--- config.mk ---
export PLATFORM = sky130hd
export DESIGN_NAME = intwb_arbiter
export DESIGN_NICKNAME = d
export VERILOG_FILES = /design/src/rtl/intwb_pkg.sv /design/src/rtl/rob_age_cmp.sv /design/src/rtl/intwb_arbiter.sv
export SDC_FILE = /design/constraint.sdc
export NUM_CORES = 1
export LEC_CHECK = 0
export ABC_AREA = 1
export BUFFER_PORTS_ARGS = -buffer_cell sky130_fd_sc_hd__buf_4
export CAP_MARGIN = 20
export CORE_ASPECT_RATIO = 0.5
export CORE_UTILIZATION = 41
export DETAILED_ROUTE_END_ITERATION = 6
export PLACE_DENSITY = 0.8
export SYNTH_ARGS = -nofsm -noshare
export SYNTH_HDL_FRONTEND = slang
export SYNTH_SLANG_ARGS = --single-unit
--- constraint.sdc ---
create_clock -name clock -period 1.9 [get_ports clock]
set_input_delay 0.285 -clock clock [delete_from_list [all_inputs] [get_ports clock]]
set_output_delay 0.285 -clock clock [all_outputs]
set_load 0.02 [all_outputs]
--- src/rtl/intwb_pkg.sv ---
// Shared types and constants for the integer writeback arbiter.
// Also provides the ROB age helper used by neighbouring blocks.
package intwb_pkg;
  localparam int ROB_SIZE_LOG         = 6;
  localparam int INTWB_PREG_W         = 6;
  localparam int INTWB_ROB_IDX_W      = ROB_SIZE_LOG + 1;
  localparam int DEFAULT_STARVE_LIMIT = 4;
  localparam int DEFAULT_CNT_W        = 3;

  typedef struct packed {
    logic                         need_to_wb;
    logic [INTWB_PREG_W-1:0]      prd;
    logic [63:0]                  result;
    logic                         redirect_valid;
    logic [63:0]                  redirect_target;
    logic [INTWB_ROB_IDX_W-1:0]   robid;
  } intwb_req_t;

  // The MSB is the wrap bit: a differing wrap bit inverts the low-part comparison.
  function automatic logic rob_younger(input logic [INTWB_ROB_IDX_W-1:0] x,
                                       input logic [INTWB_ROB_IDX_W-1:0] f);
    if (x[INTWB_ROB_IDX_W-1] == f[INTWB_ROB_IDX_W-1])
      return x[INTWB_ROB_IDX_W-2:0] > f[INTWB_ROB_IDX_W-2:0];
    else
      return x[INTWB_ROB_IDX_W-2:0] < f[INTWB_ROB_IDX_W-2:0];
  endfunction
endpackage

--- src/rtl/rob_age_cmp.sv ---
// Combinational ROB age compare: younger=1 when x is strictly younger than f.
// Width-generic so the ROB, LSQ flush and writeback arbiter can share it.
module rob_age_cmp #(
  parameter int W = 7
) (
  input  logic [W-1:0] x,
  input  logic [W-1:0] f,
  output logic         younger
);
  assign younger = (x[W-1] == f[W-1]) ? (x[W-2:0] > f[W-2:0])
                                      : (x[W-2:0] < f[W-2:0]);
endmodule

--- src/rtl/intwb_arbiter.sv ---
// Integer writeback slot arbiter and registered intwb stage: A has fixed
// priority, M is forced through after STARVE_LIMIT consecutive losses.
module intwb_arbiter
  import intwb_pkg::*;
#(
  parameter int PREG_W       = INTWB_PREG_W,
  parameter int ROB_IDX_W    = INTWB_ROB_IDX_W,
  parameter int STARVE_LIMIT = DEFAULT_STARVE_LIMIT,
  parameter int CNT_W        = DEFAULT_CNT_W
) (
  input  logic                 clock,
  input  logic                 reset_n,
  input  logic                 a_valid,
  output logic                 a_ready,
  input  logic                 a_need_to_wb,
  input  logic [PREG_W-1:0]    a_prd,
  input  logic [63:0]          a_result,
  input  logic                 a_redirect_valid,
  input  logic [63:0]          a_redirect_target,
  input  logic [ROB_IDX_W-1:0] a_robid,
  input  logic                 m_valid,
  output logic                 m_ready,
  input  logic                 m_need_to_wb,
  input  logic [PREG_W-1:0]    m_prd,
  input  logic [63:0]          m_result,
  input  logic [ROB_IDX_W-1:0] m_robid,
  input  logic                 flush_valid,
  input  logic [ROB_IDX_W-1:0] flush_robid,
  output logic                 wb_valid,
  output logic                 wb_src,
  output logic                 wb_need_to_wb,
  output logic [PREG_W-1:0]    wb_prd,
  output logic [63:0]          wb_result,
  output logic                 wb_redirect_valid,
  output logic [63:0]          wb_redirect_target,
  output logic [ROB_IDX_W-1:0] wb_robid,
  output logic [CNT_W-1:0]     starve_cnt
);
  logic [ROB_IDX_W-1:0] src_robid [2];
  logic [1:0]           kill;

  assign src_robid[0] = a_robid;
  assign src_robid[1] = m_robid;

  // Index 0 is source A, index 1 is source M.
  genvar gi;
  generate
    for (gi = 0; gi < 2; gi++) begin : g_age
      logic younger;
      rob_age_cmp #(.W(ROB_IDX_W)) u_age_cmp (
        .x       (src_robid[gi]),
        .f       (flush_robid),
        .younger (younger)
      );
      assign kill[gi] = flush_valid & younger;
    end
  endgenerate

  logic ea, em, force_m, grant_a, grant_m;
  logic [CNT_W-1:0] cnt_reg, cnt_next;
  logic       valid_reg, valid_next;
  logic       src_reg, src_next;
  intwb_req_t payload_reg, payload_next;
  intwb_req_t a_req, m_req;

  assign ea      = a_valid & ~kill[0];
  assign em      = m_valid & ~kill[1];
  assign force_m = (cnt_reg == CNT_W'(STARVE_LIMIT)) & em;
  assign grant_m = em & (force_m | ~ea);
  assign grant_a = ea & ~grant_m;

  // Killed requests are acknowledged so the requester drops them.
  assign a_ready = grant_a | kill[0] | ~a_valid;
  assign m_ready = grant_m | kill[1] | ~m_valid;

  always_comb begin
    a_req                 = '0;
    a_req.need_to_wb      = a_need_to_wb;
    a_req.prd             = a_prd;
    a_req.result          = a_result;
    a_req.redirect_valid  = a_redirect_valid;
    a_req.redirect_target = a_redirect_target;
    a_req.robid           = a_robid;

    m_req                 = '0;
    m_req.need_to_wb      = m_need_to_wb;
    m_req.prd             = m_prd;
    m_req.result          = m_result;
    m_req.robid           = m_robid;
  end

  always_comb begin
    valid_next   = grant_a | grant_m;
    src_next     = src_reg;
    payload_next = payload_reg;
    if (grant_m) begin
      src_next     = 1'b1;
      payload_next = m_req;
    end else if (grant_a) begin
      src_next     = 1'b0;
      payload_next = a_req;
    end else begin
      payload_next.redirect_valid = 1'b0;
    end
  end

  always_comb begin
    cnt_next = '0;
    if (em & ~grant_m) begin
      if (cnt_reg < CNT_W'(STARVE_LIMIT))
        cnt_next = cnt_reg + CNT_W'(1);
      else
        cnt_next = cnt_reg;
    end
  end

  always_ff @(posedge clock or negedge reset_n) begin
    if (!reset_n) begin
      valid_reg   <= 1'b0;
      src_reg     <= 1'b0;
      payload_reg <= '0;
      cnt_reg     <= '0;
    end else begin
      valid_reg   <= valid_next;
      src_reg     <= src_next;
      payload_reg <= payload_next;
      cnt_reg     <= cnt_next;
    end
  end

  assign wb_valid           = valid_reg;
  assign wb_src             = src_reg;
  assign wb_need_to_wb      = payload_reg.need_to_wb;
  assign wb_prd             = payload_reg.prd;
  assign wb_result          = payload_reg.result;
  assign wb_redirect_valid  = payload_reg.redirect_valid;
  assign wb_redirect_target = payload_reg.redirect_target;
  assign wb_robid           = payload_reg.robid;
  assign starve_cnt         = cnt_reg;
endmodule

[Word level (Yosys, flattened, before mapping)]
Index checks and enable logic that the tools add are counted.
Cells by class
  add/subtract/negate cells: 1
  $lt $le $gt $ge: 5
  equal/unequal tests: 4
  muxes and demuxes: 10
  bitwise gates (word level): 20
  reduce and logical (&&, ||, !) cells: 1
Operator list (number)
  143-bit two-way mux: 1
  71-bit two-way mux: 2
  6-bit greater-than comparator: 2
  6-bit less-than comparator: 2
  1-bit bitwise AND: 8
  3-bit two-way mux: 2
  1-bit inverter: 6
  1-bit OR: 6
  1-bit two-way mux: 5
  3-bit by 1-bit adder with 3-bit output (second input constant): 1
  3-bit equality test (second input constant): 1
  3-bit less-than comparator (second input constant): 1
  1-bit equality test: 2
  2-bit by 1-bit != test with 1-bit output (second input constant): 1
  2-bit nonzero test: 1
Word-level totals
  register bits: 148
  bits of input ports: 233
  output and inout bits: 150
  word-level logic and storage cells: 50

[Logic depth before layout (Yosys ltp)]
Gate-level depths: netlist of run 1.
  depth after elaboration: 12
  depth in mapped cells: 15
  depth with buffers taken out: 13

[Modules after synthesis]
From an unflattened synthesis of run 1, not the netlist that was laid out.
Second synthesis, totals
  cell total of the unflattened synthesis: 984
  area total of the unflattened synthesis: 7485.9 µm²
By module, submodules not included
  intwb_arbiter: instances 1, cells each 908, area each 7078.0 µm², seq. area each 3703.6 µm²
  rob_age_cmp: instances 2, cells each 38, area each 203.9 µm², seq. area each 0.0 µm²

[Worst setup path before layout of run 1]
Ideal clock, no wire load.
  kind: input-to-output
  from: in flush_robid[5]
  to: out a_ready
  data arrival time: 1.742 ns
  data required time: 1.615 ns
  path slack: -0.127 ns
  cell stages on the path: 12
  path buffers: 3
  path through: inv_1 > ha_1 > nand2_1 > nor2_1 > nand2_1 > nand3_1 > a21oi_1 > a21oi_2 > buf_4 > buf_8 > buf_6 > nand3_1
On the way
  longest elaborated chain between the ends: 12
  elaborated cells on any way between the ends: 20
  classes of those cells: order compare: 4; mux: 2; bitwise: 14
Ends and longest elaborated chain
  start, declared: line intwb_arbiter.sv:28  | input logic [ROB_IDX_W-1:0] flush_robid,
  6-bit less-than comparator or 6-bit greater-than comparator (tied branches): line rob_age_cmp.sv:11, rob_age_cmp.sv:10
  1-bit two-way mux: line rob_age_cmp.sv:10  | assign younger = (x[W-1] == f[W-1]) ? (x[W-2:0] > f[W-2:0])
  1-bit bitwise AND: line intwb_arbiter.sv:55  | assign kill[gi] = flush_valid & younger;
  1-bit inverter, on equally long branches: line intwb_arbiter.sv:67, intwb_arbiter.sv:66
  1-bit bitwise AND, on equally long branches: line intwb_arbiter.sv:67, intwb_arbiter.sv:66
  1-bit bitwise AND or 1-bit inverter (tied branches): line intwb_arbiter.sv:68, intwb_arbiter.sv:69
  1-bit OR: line intwb_arbiter.sv:69  | assign grant_m = em & (force_m | ~ea);
  1-bit bitwise AND: line intwb_arbiter.sv:69
  1-bit inverter: line intwb_arbiter.sv:70  | assign grant_a = ea & ~grant_m;
  1-bit bitwise AND: line intwb_arbiter.sv:70
  1-bit OR (*) (2 in series): line intwb_arbiter.sv:73  | assign a_ready = grant_a | kill[0] | ~a_valid;
  end, declared: line intwb_arbiter.sv:14  | output logic a_ready,
Every way passes the cells marked *; elsewhere a longest branch is shown, timed or not.

[Worst setup path in the final report of run 1]
  from: in a_robid[2]
  to: out m_ready
On the way
  longest elaborated chain between the ends: 10
  elaborated cells on any way between the ends: 11
  classes of those cells: order compare: 2; mux: 1; bitwise: 8
Ends and longest elaborated chain
  start, declared: line intwb_arbiter.sv:20  | input logic [ROB_IDX_W-1:0] a_robid,
  6-bit less-than comparator or 6-bit greater-than comparator (tied branches): line rob_age_cmp.sv:11, rob_age_cmp.sv:10
  1-bit two-way mux (*): line rob_age_cmp.sv:10
  1-bit bitwise AND (*): line intwb_arbiter.sv:55
  1-bit inverter (*): line intwb_arbiter.sv:66  | assign ea = a_valid & ~kill[0];
  1-bit bitwise AND (*): line intwb_arbiter.sv:66
  1-bit inverter (*): line intwb_arbiter.sv:69
  1-bit OR (*): line intwb_arbiter.sv:69
  1-bit bitwise AND (*): line intwb_arbiter.sv:69
  1-bit OR (*) (2 in series): line intwb_arbiter.sv:74  | assign m_ready = grant_m | kill[1] | ~m_valid;
  end, declared: line intwb_arbiter.sv:22  | output logic m_ready,
Marks and branches as above.

==> results of run 1 <==
## per-stage QoR
step                      utilization (%)  cell area, um^2
after floorplan                         -             7420
after global placement               61.9            10900
after detailed placement             61.9            10900
after CTS                            66.9            11700
after global routing                 68.0            11900
final                                68.0            11900
## path summary, 6_finish.rpt
path                                              from                endpoint  slack, ns  depth (start not counted)
worst min register to register  wb_redirect_target[53]  wb_redirect_target[53]       0.50                          2
worst max register to register           starve_cnt[1]             wb_robid[2]       0.19                          8
worst max-delay path                        a_robid[2]                 m_ready       0.05                         12
min in group asynchronous                      reset_n  wb_redirect_target[25]       0.41                          2
max in group asynchronous                      reset_n           wb_result[10]       0.82                          3
worst min-delay path                  a_redirect_valid       wb_redirect_valid       0.08                          3
## tightest hold or removal path, stage by stage
cell	delay, ns
buf_4	0.11
inv_1	0.04
nor2_1	0.03
## synthesized netlist by cell type
cell | number | share of area [%]
dfrtp_1 | 148 | 50
nand4_1 | 1 | 0.085
buf_8 | 1 | 0.20
inv_1 | 24 | 1.2
o21ai_0 | 1 | 0.068
clkinv_2 | 1 | 0.068
buf_6 | 6 | 0.91
inv_2 | 1 | 0.051
nand2_1 | 93 | 4.7
nand3_1 | 348 | 24
buf_2 | 46 | 3.1
a21oi_2 | 1 | 0.12
clkbuf_1 | 25 | 1.3
buf_1 | 2 | 0.10
o211ai_1 | 101 | 10
buf_4 | 9 | 0.91
xor2_1 | 2 | 0.24
nor2_1 | 7 | 0.36
a21oi_1 | 3 | 0.20
ha_1 | 14 | 2.4
nand2_4 | 1 | 0.15
## layout make-up
class | instances | area (um^2)
multi-input cells | 572 | 3300
clock buffers | 21 | 470
fillers | 1371 | 5610
well taps | 234 | 293
repair buffers | 456 | 3830
clock inverters | 9 | 200
flip-flops and latches | 148 | 3700
inverters | 26 | 118
## power groups by stage
stage / Combinational (mW) / Sequential [mW] / Clock, mW
final: 3.39 / 3.91 / 3.88
after global routing: 3.61 / 3.96 / 4.09
after CTS: 3.32 / 3.91 / 3.95
after detailed placement: 3.27 / 3.96 / 0
after global placement: 3.19 / 3.94 / 0
after floorplan: 1.00 / 4.51 / 0
## sequential cells by signal (all words and copies together), names as in the netlist, 3 cells and up
signal / cells
wb_robid: 7
starve_cnt: 3
wb_redirect_target: 64
wb_result: 64
wb_prd: 6
## kinds of logic after synthesis
family	Yosys count	synth area share (%)
AO/OA/AOI/OAI	106	10.6
XOR/XNOR	2	0.237
adder cells (fa/ha/maj)	14	2.37
buffers and inverters	115	7.85
flip-flops	148	50.1
AND/OR/NAND/NOR	450	28.9
## repair_timing
action                                 CTS  global route
pin swaps                                9            23
setup buffers                            4             7
gates cloned                             1             3
hold buffers                             1             0
setup endpoints to repair                2            56
gates resized for setup                 25            17
endpoints found under the hold margin   52             0
## routing by layer
metal  vias to the layer above  GRT usage, %  routed length [um]
li1                       3781             -                   -
met1                      3924          36.2               10700
met2                       373          47.4               13600
met3                        79          6.06                1910
met4                         0          13.6                1050
met5                         -             0                   0
==> summary.md, run 1 <==
| Metric | Value |
|---|---|
| Status | complete, no violations |
| Root buf cell | clkbuf_16 |
| Port Buffers | between 300 and 400 |
| Worst-Skew Late Latency | ~0.41 ns |
| CTS clk-pin slew, worst paths | around 0.06 ns |
| Peak VDD IR | around 0.59 mV |
| Final Hold Vio Count | 0 |
| Starting Density | around 42% |
| Clk_skew | around 0.014 ns |
| DRT Pass-1 Iters | 6 |
| Htree depth | 4 |
| Max-slew headroom | 60.2% |
| Mapped Cells | ~840 |
| Pwr dens | 939 nW/um^2 |
| Mean routed wirelength per cell | between 15 and 20 um |
| RSZ-0062 raised after global routing | true |
| Worst path top cell family by delay | simple AND/OR/NAND/NOR gates |
| Static Leak | 6.02 nW |
| Type of the worst min-delay path | in -> reg |
| Via count | 8,157 |
| Post-route antenna net violation count | 0 |
| Net Count, Synth | roughly 1,100 |
| 1st-iter DRT viols | 460 |
| Gpl congestion | roughly 0.9 |
| Minimum clock period | 1.85 ns |
| Count of different cell masters after synthesis | 21 |
| Sequential share of power | a little over a third |
| Clock sinks | about 150 |
| Synth-to-layout area growth | 61.0% |
| Sw power | approximately 3.5 mW |
| Slowest-stage cell, CP | ha_1 |
| Mapped Area | about 7400 um^2 |
| Avg Inst Size Synth | roughly 9 um^2 |
| Die Area | roughly 19,000 um^2 |
| Ports | around 380 |
| Final Hold Slack | 0.0848 ns |
| Synth Register Bits | roughly 150 |
| Row Count | 34 |
| Worst EP arrival | ~1.6 ns |
| Total GRT Usage | around 29% |
| Placeable Area | approximately 18,000 um^2 |
| Crit path kind | in -> out |
| Routed Wire Length | 27,300 um |
| Seq/Total Area, Yosys | between 50 and 60% |
| Buf/Inv on CP | 3 |
| Actual slew at the worst max-slew pin | around 0.6 ns |
| Crit path cell chain | buf_4 > ha_1 > nand2_2 > nor2_4 > nand2_1 > nand3_2 > nand2_2 > nand2_2 > a21oi_4 > buf_6 > nand3_4 > buf_6 |
| Share of layout cells above drive strength 1 | a little over two fifths |
| Clock buffer count from CTS | 17 |
| Via-to-Cell Ratio | 5.56 |
| Logic gate share of total power | a little under a third |
| Largest net degree at the start of global routing | 73 |
| Tot Pwr | 11.2 mW |
| Final worst-path setup slack | between 0.04 and 0.05 ns |
| Most frequent cells in the layout | 419 x buf_4, 343 x nand3_1, 148 x dfrtp_1, 101 x o211ai_1, 84 x nand2_1 |
| Most frequent CP cell | nand2_2 |
| Initial antenna violation count | 0 |
| Chip Height | between 90 and 100 um |
| Maximum clock insertion buffer count | 2 |
| Nets | roughly 1,500 |
| Die Width | about 190 um |
| Post-Layout Cell Count | between 1,000 and 1,500 |
| Pre-CTS setup slack | -0.272 ns |
| Worst setup SP type | input port |
| First-pass GRT wire length | 42,200 um |
| CP Capture Type | output pin |
| CP peak stage delay | around 0.29 ns |
| Post-DP HPWL | about 19,000 um |
| DRC violations left | 0 |
| Total grt overflow | 0 |
| Final period util | between 90 and 100% |
| Placed insts | roughly 1,400 |
| Switch share | between 30% and 40% |
| Crit path max fanout | 4 |
| Diode count | 0 |
| WP data required | approximately 1.6 ns |
| Number of global-route vias before repair | between 8,000 and 9,000 |
| Clock share of power | between 30% and 40% |
| Maximum Capacitance Violations | 0 |
| CTS tree | yes |
| Fin Setup TNS | 0 ns |
| Internal power component | slightly below 8 mW |
| Final-report max-slew violation count | 0 |
| F_max | 0.540 GHz |
| Commonest non-fill, non-tap cell in the layout | buf_4 |
| Final setup vio count | 0 |
| Yosys warnings | 0 |
Note: power is estimated with default switching activity, not from simulation.
==> run 2: changes to the inputs <==
--- a/config.mk
+++ b/config.mk
@@ -9,9 +9,9 @@
 export BUFFER_PORTS_ARGS = -buffer_cell sky130_fd_sc_hd__buf_4
 export CAP_MARGIN = 20
 export CORE_ASPECT_RATIO = 0.5
-export CORE_UTILIZATION = 41
+export CORE_UTILIZATION = 43
 export DETAILED_ROUTE_END_ITERATION = 6
-export PLACE_DENSITY = 0.8
+export PLACE_DENSITY = 0.81
 export SYNTH_ARGS = -nofsm -noshare
 export SYNTH_HDL_FRONTEND = slang
 export SYNTH_SLANG_ARGS = --single-unit
==> constraint.sdc (replaced) <==
create_clock -name clock -period 2.3 [get_ports clock]
set_input_delay 0.345 -clock clock [delete_from_list [all_inputs] [get_ports clock]]
set_output_delay 0.345 -clock clock [all_outputs]
set_load 0.02 [all_outputs]
==> run 2 against run 1 <==
Against the previous run:
- combinational power is 22% lower
- register-to-register slack better by 0.30 ns
- clock power is 28% lower
- cell count shrank 3.0%
- power fell by 22%
- clock skew up 0.00062 ns
==> summary.md, run 2 (synthesis gave the netlist of run 1 again) <==
| Metric | Value |
|---|---|
| Type of the worst min-delay path | in -> reg |
| Total GRT Usage | 28.2% (-0.56 points) |
| Final worst-path setup slack | 0.118 ns (+0.0709 ns) |
| Via-to-Cell Ratio | 5.64 (+1.4%) |
| Via count | 8,023 (-1.6%) |
| Crit path kind | in -> out |
| Setup Buffers After CTS | 0 (-4) |
| Die Area | 17,800 um^2 (-4.6%) |
| DRC violations left | 0 (unchanged) |
| Synth-to-layout area growth | 51.9% |
| Fillcell total | 1,328 (-3.1%) |
| Status | complete, no violations |
| Mean routed wirelength per cell | 18.2 um (-2.2%) |
| Htree depth | 4 (unchanged) |
| Clk_skew | 0.0150 ns (+0.000621 ns) |
| Pre-CTS setup slack | 0.0551 ns (+0.327 ns) |
| WP data required | 1.96 ns (+0.34 ns) |
| Clock sinks | 148 (unchanged) |
| Clock buffer count from CTS | 17 (unchanged) |
| Row Count | 33 (-2.9%) |
| Die Width | 188 um (-2.3%) |
| Fin Setup TNS | 0 ns (unchanged) |
| Root buf cell | clkbuf_16 |
| First-pass GRT wire length | 39,800 um (-5.7%) |
| Diode count | 0 (unchanged) |
| F_max | ~0.46 GHz |
| Number of global-route vias before repair | 7,638 (-5.4%) |
| Final period util | a little over nine tenths |
| Final Hold Vio Count | 0 (unchanged) |
| Initial antenna violation count | 0 (unchanged) |
| CTS tree | yes |
| Total grt overflow | 0 (unchanged) |
| Worst setup SP type | input port |
| Largest net degree at the start of global routing | 62 (-15%) |
| Gpl congestion | 0.872 (-4.3%) |
| Port Buffers | 382 (unchanged) |
| Placeable Area | 16,600 um^2 (-5.3%) |
| Worst EP arrival | 1.84 ns (+0.27 ns) |
| Post-route antenna net violation count | 0 (unchanged) |
| Crit path max fanout | 5 (+1) |
| 1st-iter DRT viols | 544 (+18%) |
| Nets | 1,430 (-2.6%) |
| Minimum clock period | 2.18 ns |
| Final-report max-slew violation count | 0 (unchanged) |
| Maximum Capacitance Violations | 0 (unchanged) |
| Chip Height | 94.8 um (-2.3%) |
| Ports | 383 (unchanged) |
| Static Leak | 5.72 nW (-4.9%) |
| Tot Pwr | 8.70 mW (-22%) |
| Routed Wire Length | 25,900 um (-5.1%) |
| RSZ-0062 raised after global routing | false |
| Worst-Skew Late Latency | 0.41 ns (about the same) |
| Commonest non-fill, non-tap cell in the layout | buf_4 |
| Max-slew headroom | 59.9% (-0.27 points) |
| CP Capture Type | output pin |
| Peak VDD IR | 0.510 mV (-13%) |
| Starting Density | 44.6% (+2.4 points) |
| Final setup vio count | 0 (unchanged) |
| Actual slew at the worst max-slew pin | 0.601 ns (+0.00411 ns) |
| Multi-input logic area | 3140 um^2 (-4.7%) |
| Most frequent cells in the layout | 394 x buf_4, 347 x nand3_1, 148 x dfrtp_1, 101 x o211ai_1, 91 x nand2_1 |
| DRT Pass-1 Iters | 4 (-2) |
| Register area | 3700 um^2 (unchanged) |
| Maximum clock insertion buffer count | 2 (unchanged) |
| Pwr dens | 774 nW/um^2 (-18%) |
| Post-DP HPWL | 18,400 um (-2.4%) |
| CTS clk-pin slew, worst paths | 0.06 ns (about the same) |
| Share of layout cells above drive strength 1 | 37.9% (-4.2 points) |
[run 2: cell count changes in the layout (fill, tap and decap cells not counted), sizes merged]
cell / previous run / this run
buf: 451 / 417
inv: 25 / 29
clkinv: 2 / 3
bufinv: 6 / 3
clkbuf: 24 / 19
bufbuf: 1 / 0
clkinvlp: 2 / 3
[run 2: area by class of cell]
| type | instances | share of cell area [%] |
|---|---|---|
| flip-flops and latches | 148 | 32.9 |
| repair buffers | 418 | 30.4 |
| multi-input cells | 572 | 27.9 |
| clock buffers | 19 | 3.85 |
| well taps | 227 | 2.53 |
| clock inverters | 12 | 1.37 |
| inverters | 26 | 0.935 |
[run 2: per-layer routing]
metal  share of wire, %  up-vias  track usage (%)
met5                  0        -                0
li1                   -     3703                -
met4                3.1        0             11.7
met3                6.7       65             5.09
met1                 40     3859             36.3
met2                 50      396             47.8
[run 2: worst max-delay path, cell delays in order]
cell	delay (ns)
buf_4	0.08
inv_1	0.04
ha_1	0.28
nand2_1	0.07
nor2_1	0.14
nand2_1	0.07
nand3_1	0.09
a21oi_1	0.10
a21oi_4	0.17
buf_12	0.14
nand3_1	0.11
buf_4	0.19
[run 2: final timing paths]
path | from | slack (ns) | depth (start not counted) | endpoint
max | flush_robid[5] | 0.12 | 12 | m_ready
max in group asynchronous | reset_n | 1.05 | 3 | starve_cnt[1]
min reg2reg | wb_redirect_target[10] | 0.50 | 2 | wb_redirect_target[10]
max reg2reg | starve_cnt[0] | 0.49 | 9 | wb_result[31]
min in group asynchronous | reset_n | 0.50 | 2 | wb_redirect_target[11]
min | a_redirect_target[54] | 0.17 | 3 | wb_redirect_target[54]
[run 2: repair_timing]
item,in CTS,in global routing
hold buffers,1,0
gates resized for setup,0,2
hold endpoints to repair,58,0
setup endpoints to repair,0,2
[run 2: report_power, final]
group	internal [mW]	switching [mW]	leakage, nW
logic	1.17	1.48	3.60
clock network	1.71	1.11	0.280
registers	2.99	0.239	1.85
total	5.87	2.83	5.72
[run 2: per-stage QoR]
step / instances / hold WS [ns] / utilization [%] / area [um^2]
after detailed placement: 1390 / 0.370 / 64.1 / 10600
after floorplan: 835 / 0.0494 / - / 7400
final: 1422 / 0.168 / 67.7 / 11200
after CTS: 1422 / 0.156 / 67.7 / 11200
after global placement: 1390 / 0.362 / 64.1 / 10600
after global routing: 1422 / 0.159 / 67.7 / 11200
==> run 3: changes to the inputs <==
--- a/config.mk
+++ b/config.mk
@@ -8,10 +8,11 @@
 export ABC_AREA = 1
 export BUFFER_PORTS_ARGS = -buffer_cell sky130_fd_sc_hd__buf_4
 export CAP_MARGIN = 20
-export CORE_ASPECT_RATIO = 0.5
-export CORE_UTILIZATION = 43
+export CORE_AREA = 2 2 150 152
+export CTS_BUF_LIST = sky130_fd_sc_hd__clkbuf_16
 export DETAILED_ROUTE_END_ITERATION = 6
-export PLACE_DENSITY = 0.81
+export DIE_AREA = 0 0 152 154
+export PLACE_DENSITY = 0.67
 export SYNTH_ARGS = -nofsm -noshare
 export SYNTH_HDL_FRONTEND = slang
 export SYNTH_SLANG_ARGS = --single-unit
==> run 3 against run 2 <==
Against the previous run:
- worst hold slack got worse by 0.024 ns
- flip-flop and latch count did not move
- fmax rose by 2.5%
- critical path depth fell by 1
- die area rose by 32%
- utilization fell by 16 points
- design area fell by 0.19%
- wire length rose by 3.2%
- cell count rose by 4.1%
- sequential power barely moved
==> summary.md, run 3 (synthesis gave the netlist of run 1 again) <==
| Metric | Value |
|---|---|
| HP Start | a_redirect_valid |
| M1 wire length | 11,100 um (+8.0%) |
| Final period util | 92.5% (-2.3 points) |
| Starting Density | 34.1% (-10 points) |
| Peak VDD IR | 0.501 mV (-1.9%) |
| RSZ-0062 raised after global routing | false |
| Placeable Area | 21,700 um^2 (+31%) |
| Final worst-path setup slack | 0.172 ns (+0.0532 ns) |
| Static Leak | 5.69 nW (-0.59%) |
| Post-route antenna net violation count | 0 (unchanged) |
| Worst-Skew Late Latency | 0.41 ns (about the same) |
| Buf/Inv on CP | 4 (unchanged) |
| DRT Pass-1 Iters | 5 (+1) |
| Fillcell total | 2,051 (+54%) |
| Sequential share of power | 37.9% (+0.7 points) |
| Slowest-stage cell, CP | ha_1 |
| Register area | 3700 um^2 (unchanged) |
| Met2 routed WL | 12,900 um (-1.1%) |
| DR top layer | met4 |
| Status | complete, no violations |
| Switch share | 34.5% (+2.0 points) |
| Commonest non-fill, non-tap cell in the layout | buf_4 |
| Diode count | 0 (unchanged) |
| Max-slew headroom | 55.9% (-4.0 points) |
| CP Capture Type | output pin |
| Worst EP arrival | 1.78 ns (-0.06 ns) |
| Maximum Capacitance Violations | 0 (unchanged) |
| Pwr dens | 756 nW/um^2 (-2.2%) |
| Fin area | 11,200 um^2 (-0.19%) |
| Row Count | 54 (+64%) |
| First-pass GRT wire length | 42,500 um (+6.8%) |
| Most frequent CP cell | buf_4 |
| Final Hold Slack | 0.144 ns (-0.0238 ns) |
| Worst Hold Depth | 3 (unchanged) |
| Sw power | 2.93 mW (+3.6%) |
| Ports | 383 (unchanged) |
| 1st-iter DRT viols | 395 (-27%) |
| Clk_skew | 0.00866 ns (-0.00631 ns) |
| Pre-CTS setup slack | -0.00631 ns (-0.0614 ns) |
| Met3 wire length | 2250 um (+29%) |
| Worst R2R Setup Slack | 0.50 ns (about the same) |
| Minimum clock period | 2.13 ns (-0.0532 ns) |
| Crit path cell chain | buf_4 > ha_1 > nand2_1 > inv_1 > nand2_1 > nand3_1 > a21oi_1 > a21oi_4 > buf_4 > nand3_1 > buf_4 |
| Crit path max fanout | 3 (-2) |
| Largest net degree at the start of global routing | 100 (+61%) |
| Worst path top cell family by delay | buffers and inverters |
| Mean routed wirelength per cell | 18.0 um (-0.81%) |
| Number of global-route vias before repair | 7,790 (+2.0%) |
| Nets | 1,434 (+0.28%) |
| Chip Height | 154 um (+63%) |
| Via-to-Cell Ratio | 5.31 (-5.8%) |
| CTS tree | yes |
| Worst hold path endpoint | wb_redirect_valid |
| Clock buffer count from CTS | 17 (unchanged) |
| Clock sinks | 148 (unchanged) |
| Worst setup SP type | input port |
| Final Hold Vio Count | 0 (unchanged) |
| F_max | 0.470 GHz (+2.5%) |
| Type of the worst min-delay path | in -> reg |
| Total GRT Usage | 22.2% (-6.1 points) |
| Htree depth | 4 (unchanged) |
| Placed inst area | 10,600 um^2 (about the same) |
| R2R depth | 6 (-3) |
| Maximum clock insertion buffer count | 2 (unchanged) |
| Actual slew at the worst max-slew pin | 0.661 ns (+0.0598 ns) |
| Synth-to-layout area growth | 51.6% |
| Fin Setup TNS | 0 ns (unchanged) |
| Initial antenna violation count | 0 (unchanged) |
| Routed Wire Length | 26,700 um (+3.2%) |
| CTS clk-pin slew, worst paths | 0.07 ns (about the same) |
| Logic gate share of total power | 30.9% (+0.4 points) |
| Final Util | 51.7% (-16 points) |
| Internal power component | 5.56 mW (-5.4%) |
| Via count | 7,866 (-2.0%) |
| Root buf cell | clkbuf_16 |
| Final-report max-slew violation count | 0 (unchanged) |
| Share of layout cells above drive strength 1 | 38.3% (+0.43 points) |
| Most frequent cells in the layout | 404 x buf_4, 346 x nand3_1, 148 x dfrtp_1, 101 x o211ai_1, 91 x nand2_1 |
| Total grt overflow | 0 (unchanged) |
| Die Area | 23,400 um^2 (+32%) |
| R2R Path Start | starve_cnt[1] |
| Clock share of power | 31.1% (-1.3 points) |
| Crit path kind | in -> out |
| Multi-input logic area | 3150 um^2 (+0.24%) |
| CP peak stage delay | 0.29 ns (about the same) |
| Reg2Reg Capture Point | wb_robid[0] |
| Gpl congestion | 0.808 (-7.3%) |
| Die Width | 152 um (-19%) |
| Post-DP HPWL | 18,800 um (+2.2%) |
| DRC violations left | 0 (unchanged) |
| WP data required | 1.96 ns (about the same) |
| Final setup vio count | 0 (unchanged) |
| Port Buffers | 382 (unchanged) |
[run 3: worst max path at each step]
stage	from	end	slack, ns	cells past startpoint
after floorplan	flush_robid[5]	a_ready	0.15	12
after detailed placement	m_robid[5]	wb_redirect_target[4]	-0.006	12
after global routing	flush_robid[5]	m_ready	0.008	12
after CTS	m_robid[5]	a_ready	0.05	11
final	a_robid[5]	m_ready	0.17	11
after global placement	flush_robid[5]	wb_redirect_target[7]	0.03	13
[run 3: per-stage QoR]
stage / instances / total power, mW
floorplan: 835 / 4.55
global placement: 1445 / 5.87
detailed placement: 1445 / 5.90
CTS: 1478 / 8.57
global route: 1480 / 8.91
finish: 1480 / 8.48
[run 3: worst reg2reg max path, stage by stage (launching register included)]
cell	delay (ns)
dfrtp_1	0.43
inv_1	0.08
ha_1	0.21
nand2_4	0.10
buf_4	0.53
o211ai_1	0.26
nand3_1	0.12
[run 3: power groups by stage]
stage	Clock [mW]	Combinational, mW	Sequential [mW]
finish	2.64	2.62	3.22
global route	2.81	2.82	3.27
CTS	2.71	2.64	3.22
detailed placement	0	2.64	3.26
global placement	0	2.62	3.25
floorplan	0	0.822	3.72
[run 3: per-layer routing]
layer | up-vias | track usage [%]
met3 | 32 | 6.48
met2 | 355 | 36.2
met5 | - | 0
met4 | 0 | 5.87
li1 | 3703 | -
met1 | 3776 | 28.9
[run 3: cell type report]
type                    instances  share of cell area, %
flip-flops and latches        148                   33.0
repair buffers                422                   30.0
multi-input cells             572                   28.1
clock buffers                  17                   3.79
well taps                     280                   3.12
clock inverters                15                   1.07
inverters                      26                  0.937
[run 3: timing repair]
| item | 4_1_cts | 5_1_grt |
|---|---|---|
| setup endpoints to repair | 0 | 2 |
| hold endpoints to repair | 148 | 0 |
| gates resized for setup | 0 | 5 |
| buffers inserted | 0 | 2 |
| hold buffers | 1 | 0 |
